==> src/rtl/pcie_tlp_pkg.sv <==
// Shared TLP field constants, header layouts and helpers for the endpoint's
// requester and completer paths.
package pcie_tlp_pkg;

    localparam logic [1:0] FMT_3DW_NODATA = 2'b00;
    localparam logic [1:0] FMT_3DW_DATA   = 2'b10;
    localparam logic [4:0] TYPE_MEM       = 5'b00000;
    localparam logic [4:0] TYPE_CPL       = 5'b01010;

    localparam logic [7:0] TREM_N_BOTH    = 8'h00;
    localparam logic [7:0] TREM_N_UPPER   = 8'h0F;

    typedef struct packed {
        logic [7:0] bus;
        logic [4:0] dev;
        logic [2:0] fn;
    } req_id_t;

    typedef struct packed {
        logic       rsvd0;
        logic [1:0] fmt;
        logic [4:0] typ;
        logic       rsvd1;
        logic [2:0] tc;
        logic [3:0] rsvd2;
        logic       td;
        logic       ep;
        logic [1:0] attr;
        logic [1:0] rsvd3;
        logic [9:0] length;
    } tlp_hdr_dw0_t;

    typedef struct packed {
        req_id_t    req_id;
        logic [7:0] tag;
        logic [3:0] last_be;
        logic [3:0] first_be;
    } tlp_req_dw1_t;

    function automatic req_id_t pack_req_id(input logic [7:0] bus,
                                            input logic [4:0] dev,
                                            input logic [2:0] fn);
        req_id_t rid;
        rid.bus = bus;
        rid.dev = dev;
        rid.fn  = fn;
        return rid;
    endfunction

    // Host memory is little-endian; the TRN link carries DWs big-endian.
    function automatic logic [31:0] SwapDWB(input logic [31:0] x);
        return {x[7:0], x[15:8], x[23:16], x[31:24]};
    endfunction

    function automatic logic [63:0] mwr_hdr(input logic [9:0] len,
                                            input req_id_t    rid,
                                            input logic [7:0] tag);
        tlp_hdr_dw0_t h0;
        tlp_req_dw1_t h1;
        h0          = '0;
        h0.fmt      = FMT_3DW_DATA;
        h0.typ      = TYPE_MEM;
        h0.length   = len;
        h1.req_id   = rid;
        h1.tag      = tag;
        h1.last_be  = (len == 10'd1) ? 4'h0 : 4'hF;
        h1.first_be = 4'hF;
        return {h0, h1};
    endfunction

endpackage

==> src/rtl/dw_buffer.sv <==
// Payload staging RAM: one synchronous write port, two asynchronous read
// ports so a 64-bit beat can be assembled from two consecutive DWs.
module dw_buffer #(
    parameter int unsigned DEPTH = 32,
    parameter int unsigned AW    = $clog2(DEPTH)
) (
    input  logic          clk,
    input  logic          we,
    input  logic [AW-1:0] waddr,
    input  logic [31:0]   wdata,
    input  logic [AW-1:0] raddr_a,
    input  logic [AW-1:0] raddr_b,
    output logic [31:0]   rdata_a,
    output logic [31:0]   rdata_b
);

    logic [31:0] mem [DEPTH];

    always_ff @(posedge clk) begin
        if (we) begin
            mem[waddr] <= wdata;
        end
    end

    assign rdata_a = mem[raddr_a];
    assign rdata_b = mem[raddr_b];

endmodule

==> src/rtl/dma_wr_requester.sv <==
// Bus-master write requester: buffers a burst from a local stream and emits a
// single 3DW-header MemWr TLP on the 64-bit TRN transmit link.
module dma_wr_requester
    import pcie_tlp_pkg::*;
#(
    parameter int unsigned MAX_PAYLOAD_DW = 32
) (
    input  logic        clk,
    input  logic        rst,
    input  logic        start,
    input  logic [31:0] start_addr,
    input  logic [9:0]  start_len,
    input  logic        bus_master_en,
    input  logic [31:0] wr_data,
    input  logic        wr_valid,
    output logic        wr_ready,
    output logic        busy,
    output logic        done,
    output logic        err,
    input  logic [7:0]  cfg_bus_number,
    input  logic [4:0]  cfg_device_number,
    input  logic [2:0]  cfg_function_number,
    output logic [63:0] trn_td,
    output logic [7:0]  trn_trem_n,
    output logic        trn_tsof_n,
    output logic        trn_teof_n,
    output logic        trn_tsrc_rdy_n,
    input  logic        trn_tdst_rdy_n
);

    localparam int unsigned AW = $clog2(MAX_PAYLOAD_DW);

    typedef enum logic [2:0] {
        ST_IDLE,
        ST_FILL,
        ST_HDR,
        ST_ADDR,
        ST_DATA
    } state_e;

    state_e      state_q, state_d;
    logic [29:0] addr_q, addr_d;
    logic [9:0]  len_q, len_d;
    req_id_t     req_id_q, req_id_d;
    logic [7:0]  tag_q, tag_d;
    logic [9:0]  wr_idx_q, wr_idx_d;
    logic [9:0]  rd_idx_q, rd_idx_d;
    logic        wr_ready_q, wr_ready_d;
    logic        busy_q, busy_d;
    logic        done_q, done_d;
    logic        err_q, err_d;
    logic [63:0] td_q, td_d;
    logic [7:0]  trem_n_q, trem_n_d;
    logic        tsof_n_q, tsof_n_d;
    logic        teof_n_q, teof_n_d;
    logic        tsrc_rdy_n_q, tsrc_rdy_n_d;

    logic [31:0] rd_data_a, rd_data_b;
    logic [10:0] end_dw_c;
    logic        bad_req_c;
    logic        wr_fire_c;
    logic        beat_xfer_c;
    logic        unused_addr_lsbs;

    assign unused_addr_lsbs = ^start_addr[1:0];

    // 4 KB crossing check in DW units: end offset may reach but not pass 1024.
    assign end_dw_c  = 11'(start_addr[11:2]) + 11'(start_len);
    assign bad_req_c = (start_len == 10'd0) || (start_len > 10'(MAX_PAYLOAD_DW)) ||
                       !bus_master_en || (end_dw_c > 11'd1024);

    assign wr_fire_c   = (state_q == ST_FILL) && wr_valid && wr_ready_q;
    assign beat_xfer_c = !tsrc_rdy_n_q && !trn_tdst_rdy_n;

    dw_buffer #(
        .DEPTH (MAX_PAYLOAD_DW),
        .AW    (AW)
    ) u_buf (
        .clk     (clk),
        .we      (wr_fire_c),
        .waddr   (AW'(wr_idx_q)),
        .wdata   (wr_data),
        .raddr_a (AW'(rd_idx_q)),
        .raddr_b (AW'(rd_idx_q + 10'd1)),
        .rdata_a (rd_data_a),
        .rdata_b (rd_data_b)
    );

    // Next-state and next-beat logic; the following beat is loaded on the
    // edge that accepts the current one so beats stay back-to-back.
    always_comb begin
        state_d      = state_q;
        addr_d       = addr_q;
        len_d        = len_q;
        req_id_d     = req_id_q;
        tag_d        = tag_q;
        wr_idx_d     = wr_idx_q;
        rd_idx_d     = rd_idx_q;
        wr_ready_d   = wr_ready_q;
        done_d       = 1'b0;
        err_d        = 1'b0;
        td_d         = td_q;
        trem_n_d     = trem_n_q;
        tsof_n_d     = tsof_n_q;
        teof_n_d     = teof_n_q;
        tsrc_rdy_n_d = tsrc_rdy_n_q;

        case (state_q)
            ST_IDLE: begin
                if (start) begin
                    if (bad_req_c) begin
                        err_d = 1'b1;
                    end else begin
                        addr_d     = start_addr[31:2];
                        len_d      = start_len;
                        req_id_d   = pack_req_id(cfg_bus_number, cfg_device_number,
                                                 cfg_function_number);
                        wr_idx_d   = 10'd0;
                        wr_ready_d = 1'b1;
                        state_d    = ST_FILL;
                    end
                end
            end
            ST_FILL: begin
                if (wr_fire_c) begin
                    wr_idx_d = wr_idx_q + 10'd1;
                    if (wr_idx_q == len_q - 10'd1) begin
                        wr_ready_d   = 1'b0;
                        rd_idx_d     = 10'd0;
                        td_d         = mwr_hdr(len_q, req_id_q, tag_q);
                        tsof_n_d     = 1'b0;
                        teof_n_d     = 1'b1;
                        trem_n_d     = TREM_N_BOTH;
                        tsrc_rdy_n_d = 1'b0;
                        state_d      = ST_HDR;
                    end
                end
            end
            ST_HDR: begin
                if (beat_xfer_c) begin
                    tsof_n_d = 1'b1;
                    td_d     = {addr_q, 2'b00, SwapDWB(rd_data_a)};
                    rd_idx_d = 10'd1;
                    if (len_q == 10'd1) begin
                        teof_n_d = 1'b0;
                        trem_n_d = TREM_N_BOTH;
                    end
                    state_d = ST_ADDR;
                end
            end
            ST_ADDR, ST_DATA: begin
                if (beat_xfer_c) begin
                    if (!teof_n_q) begin
                        tag_d        = tag_q + 8'd1;
                        done_d       = 1'b1;
                        td_d         = 64'd0;
                        trem_n_d     = TREM_N_BOTH;
                        teof_n_d     = 1'b1;
                        tsrc_rdy_n_d = 1'b1;
                        state_d      = ST_IDLE;
                    end else begin
                        td_d[63:32] = SwapDWB(rd_data_a);
                        td_d[31:0]  = (rd_idx_q + 10'd1 < len_q) ? SwapDWB(rd_data_b) : 32'd0;
                        rd_idx_d    = rd_idx_q + 10'd2;
                        if (rd_idx_q + 10'd2 >= len_q) begin
                            teof_n_d = 1'b0;
                            trem_n_d = len_q[0] ? TREM_N_BOTH : TREM_N_UPPER;
                        end
                        state_d = ST_DATA;
                    end
                end
            end
            default: state_d = ST_IDLE;
        endcase

        busy_d = (state_d != ST_IDLE);
    end

    always_ff @(posedge clk) begin
        if (rst) begin
            state_q      <= ST_IDLE;
            addr_q       <= '0;
            len_q        <= '0;
            req_id_q     <= '0;
            tag_q        <= '0;
            wr_idx_q     <= '0;
            rd_idx_q     <= '0;
            wr_ready_q   <= 1'b0;
            busy_q       <= 1'b0;
            done_q       <= 1'b0;
            err_q        <= 1'b0;
            td_q         <= '0;
            trem_n_q     <= TREM_N_BOTH;
            tsof_n_q     <= 1'b1;
            teof_n_q     <= 1'b1;
            tsrc_rdy_n_q <= 1'b1;
        end else begin
            state_q      <= state_d;
            addr_q       <= addr_d;
            len_q        <= len_d;
            req_id_q     <= req_id_d;
            tag_q        <= tag_d;
            wr_idx_q     <= wr_idx_d;
            rd_idx_q     <= rd_idx_d;
            wr_ready_q   <= wr_ready_d;
            busy_q       <= busy_d;
            done_q       <= done_d;
            err_q        <= err_d;
            td_q         <= td_d;
            trem_n_q     <= trem_n_d;
            tsof_n_q     <= tsof_n_d;
            teof_n_q     <= teof_n_d;
            tsrc_rdy_n_q <= tsrc_rdy_n_d;
        end
    end

    assign wr_ready       = wr_ready_q;
    assign busy           = busy_q;
    assign done           = done_q;
    assign err            = err_q;
    assign trn_td         = td_q;
    assign trn_trem_n     = trem_n_q;
    assign trn_tsof_n     = tsof_n_q;
    assign trn_teof_n     = teof_n_q;
    assign trn_tsrc_rdy_n = tsrc_rdy_n_q;

endmodule

==> config.mk <==
export PLATFORM = sky130hd
export DESIGN_NAME = dma_wr_requester
export DESIGN_NICKNAME = d
export VERILOG_FILES = /design/src/rtl/pcie_tlp_pkg.sv /design/src/rtl/dw_buffer.sv /design/src/rtl/dma_wr_requester.sv
export SDC_FILE = /design/constraint.sdc
export NUM_CORES = 2
export LEC_CHECK = 0
export BUFFER_PORTS_ARGS = -buffer_cell sky130_fd_sc_hd__buf_2
export CORE_AREA = 2 2 316 318
export DETAILED_ROUTE_END_ITERATION = 8
export DIE_AREA = 0 0 318 320
export GPL_TIMING_DRIVEN = 0
export PLACE_DENSITY = 0.72
export SYNTH_ARGS = -nofsm -noshare
export SYNTH_HDL_FRONTEND = slang
export SYNTH_SLANG_ARGS = --single-unit
==> constraint.sdc <==
create_clock -name clk -period 3.5 [get_ports clk]
set_clock_uncertainty 0.1 [all_clocks]
set_input_delay 0.175 -clock clk [delete_from_list [all_inputs] [get_ports clk]]
set_output_delay 0.175 -clock clk [all_outputs]
set_load 0.05 [all_outputs]
==> results.yml <==
status:
  status: "finished with violations"
  violations: "max-capacitance violations, max-slew violations, negative setup slack"
placement:
  io_buffers: 168
  place_ws_ps: -2970
  hpwlAfterDp_um: 130000
  dp.cells: 4795
  gp_congestion: 0.980
finish:
  fill_cells: 6466
  synthToLayoutAreaGrowth_pct: 17.5
  final_nets: 3879
  regArea_mm2: 0.0340
  drive_gt1_share_pct: 33.0
  multiInputGateArea_mm2: 0.0212
  instances_no_fill: 5135
worst_setup_path:
  r2r_cells: 5
  timing.critical_path.arrival_ps: 3850
  critPathKind: "reg -> reg"
  reg2reg_to: "u_buf.mem[15][22]"
  ff2ff_setup_slack_ps: -130
  required_ps: 3730
  crit_path_end_kind: "flop"
  start_kind: "flop"
  critPathMaxFanout: 11
  r2r-start: "state_q[1]"
route:
  firstDrtPassIters: 6
  wl_um: 191000
  ant_nets: 0
  vias: 37600
  drc: 0
  met1_length_um: 64000
  detailedRoute.firstIterationViolations: 6223
  viasPerCell: 7.32
  routedWlPerCell_um: 37.3
  dr_wl_met3_um: 28300
  dr_wl_met2_um: 85300
  top_layer_used: "met5"
timing:
  rsz0062_at_grt: "yes"
  setup_viol: 42
  setup_slack_ps: -126
  fin_crit_ps: 3630
  hold_viol_final: 0
  worst_pin_slew_ps: 1500
  slew_viol_final: 20
  slew_headroom_pct: -0.324
  period_share_pct: 104
  max_freq_mhz: 276
logic_synthesis:
  synth_ff_type: "edfxtp_1"
  syn_avg_cell_area_um2: 16.9
  synth_warnings: 0
  synth_cells: 3300
  yosysUniqueCellTypes: 73
  ys_ff_latch: 1188
  syn_area_mm2: 0.0556
  async_flop_share_pct: 0
  synth_edf_count: 1024
  ys_seq_area_share_pct: 61.2
grt:
  grt-ovfl-total: 0
  grt_max_degree: 33
  grt_usage_pct: 37.3
  first_global_vias: 36700
  antenna_found_initial: 6
  grt_pass1_wl_um: 265000
cts:
  cts_sinks: 1188
  cts_tree: "yes"
  cts_buffer_depth: 3
  insertion_delay_ps: 740
  cts_root_buf: "clkbuf_16"
  cts_buffers: 119
  htree_levels: 3
  cts.clk_slew.worst_paths_ps: 60
floorplanning:
  core_mm2: 0.0980
  pin_count: 175
  start_util_pct: 56.8
  fp.dieH_um: 320
  num_rows: 115
  dieArea_mm2: 0.102
  fp.dieW_um: 318
worst_hold_path:
  hold_start: "bus_master_en"
  hp-class: "in -> reg"
  min_to: "wr_ready"
  whs_path_depth: 4
power_and_ir_drop:
  power_density_mw_per_mm2: 440
  vdd_drop_max_uv: 436
  total_leakage_power_nw: 21.1
job:
  maxCapViolCount: 2
## cell families after synthesis
family,Yosys count,share of synthesized area (%)
DFF,1188,61.2
muxes,709,25.0
and+or+nand+nor,609,4.72
AOI/OAI and AO/OA,409,5.15
buffers and inverters,300,2.34
xor gates and xnor gates,44,0.693
adders and majority gates,40,0.913
other,1,0.00674
## how the worst max path moves through the flow
stage | start | end | slack (ps) | cells past startpoint
2_1_floorplan | wr_ready | u_buf.mem[23][0] | 9 | 5
3_3_place_gp | rd_idx_q[0] | trn_td[30] | -2960 | 14
3_5_place_dp | rd_idx_q[0] | trn_td[30] | -2970 | 14
4_1_cts | len_q[0] | trn_td[14] | -20 | 13
5_1_grt | rd_idx_q[2] | trn_td[10] | -60 | 14
6_report | state_q[1] | u_buf.mem[15][22] | -130 | 5
## cells in the mapped netlist, types with 4 or more instances
master,instances,area [µm²]
and3_1,13,81.3
buf_4,10,75.1
a311oi_1,21,184
a21oi_1,121,606
mux2i_1,166,1660
buf_6,4,45.0
buf_2,83,415
ha_1,39,488
o22ai_1,10,62.6
mux4_2,543,12200
o31ai_1,42,315
nor2b_1,7,43.8
a21o_1,6,45.0
o32ai_1,6,52.6
o211ai_1,4,30.0
a221oi_1,24,210
edfxtp_1,1024,30700
dfxtp_1,164,3280
a22oi_1,15,113
buf_1,27,101
clkbuf_1,145,544
nand4_1,10,62.6
nor4_1,5,31.3
a32oi_1,54,473
xor2_1,27,236
inv_1,29,109
o221ai_1,7,61.3
a32o_1,12,120
xnor2_1,17,149
nand2b_1,5,31.3
nand2_1,311,1170
nor2_1,136,510
or2_2,5,31.3
nand3_1,39,195
o21ai_0,45,225
a31oi_1,11,68.8
nor3_1,51,255
o211a_1,4,40.0
## repair_timing
action / CTS / global route
gates cloned: 0 / 2
setup endpoints to repair: 179 / 89
hold buffers: 89 / 0
setup buffers: 25 / 4
resized for setup: 243 / 131
pin swaps: 12 / 6
endpoints found under the hold margin: 1094 / 0
## sequential cells by signal, indices dropped and copies added (netlist names), named ones only
| signal | flops |
|---|---|
| done | 1 |
| trn_tsof_n | 1 |
| wr_idx_q | 10 |
| busy | 1 |
| len_q | 10 |
| rd_idx_q | 10 |
| state_q | 3 |
| u_buf.mem | 1024 |
| wr_ready | 1 |
| tag_q | 8 |
| req_id_q | 16 |
| trn_teof_n | 1 |
| addr_q | 30 |
| trn_td | 64 |
| trn_tsrc_rdy_n | 1 |
| err | 1 |
| trn_trem_n | 1 |
## worst max-delay path: stages (launching register included)
cell,delay (ps)
dfxtp_1,380
nand4b_1,350
nor2_2,440
nand2_1,210
clkbuf_1,560
nor2_2,1150
## final cells by class
class,count,area share (%)
clock buffer,147,4.92
multi-input combinational,1816,32.4
antenna,1,0.00383
inverter,30,0.172
clock inverter,78,1.02
tap,1287,2.46
sequential,1188,52.1
buffer,264,2.51
timing repair buffer,324,4.46
## stage by stage
| stage | total power [mW] | utilization, % | hold slack, ps | setup TNS [ps] | instance area [µm²] |
|---|---|---|---|---|---|
| 5_1_grt | 29.3 | 66.7 | 58.7 | -219 | 65400 |
| 3_3_place_gp | 16.1 | 59.3 | 325 | -2232110 | 58100 |
| 6_report | 28.7 | 66.7 | 18.4 | -1830 | 65400 |
| 4_1_cts | 28.7 | 66.2 | 18.8 | -45.5 | 64800 |
| 2_1_floorplan | 15.8 | - | 174 | 0 | 55600 |
| 3_5_place_dp | 16.1 | 60.3 | 332 | -91420 | 59100 |
## power by group
| part | total [mW] | switching (mW) | leakage (nW) | internal (mW) |
|---|---|---|---|---|
| Combinational | 0.547 | 0.377 | 8.61 | 0.171 |
| Clock | 12.8 | 5.53 | 1.92 | 7.30 |
| Sequential | 15.4 | 0.00226 | 10.5 | 15.4 |
## per-layer routing
layer  up-vias  track usage, %
met5         -               0
met1     19000            47.3
met3       737            12.9
met4         8            22.4
li1      14500               -
met2      3321            56.1
## layout by cell type, fill, tap and decap left out, types with 22 or more instances in the layout
cell           Yosys  layout
a21oi_1          121     119
a32oi_1           54      44
buf_12             0      42
buf_2             83     207
buf_4             10      53
clkbuf_1         145     101
clkbuf_16          0     125
clkbuf_2           1      44
clkbuf_4           0      22
clkinv_1           1      26
clkinv_2           0      31
dfxtp_1          164     159
dlygate4sd3_1      0      89
edfxtp_1        1024    1024
ha_1              39      37
inv_1             29      29
mux2i_1          166     166
mux4_2           543     543
nand2_1          311     311
nand3_1           39      29
nor2_1           136      98
nor2_4             0      36
nor3_1            51      50
o31ai_1           42      41
xor2_1            27      26
Power figures use the tool's default switching activity.
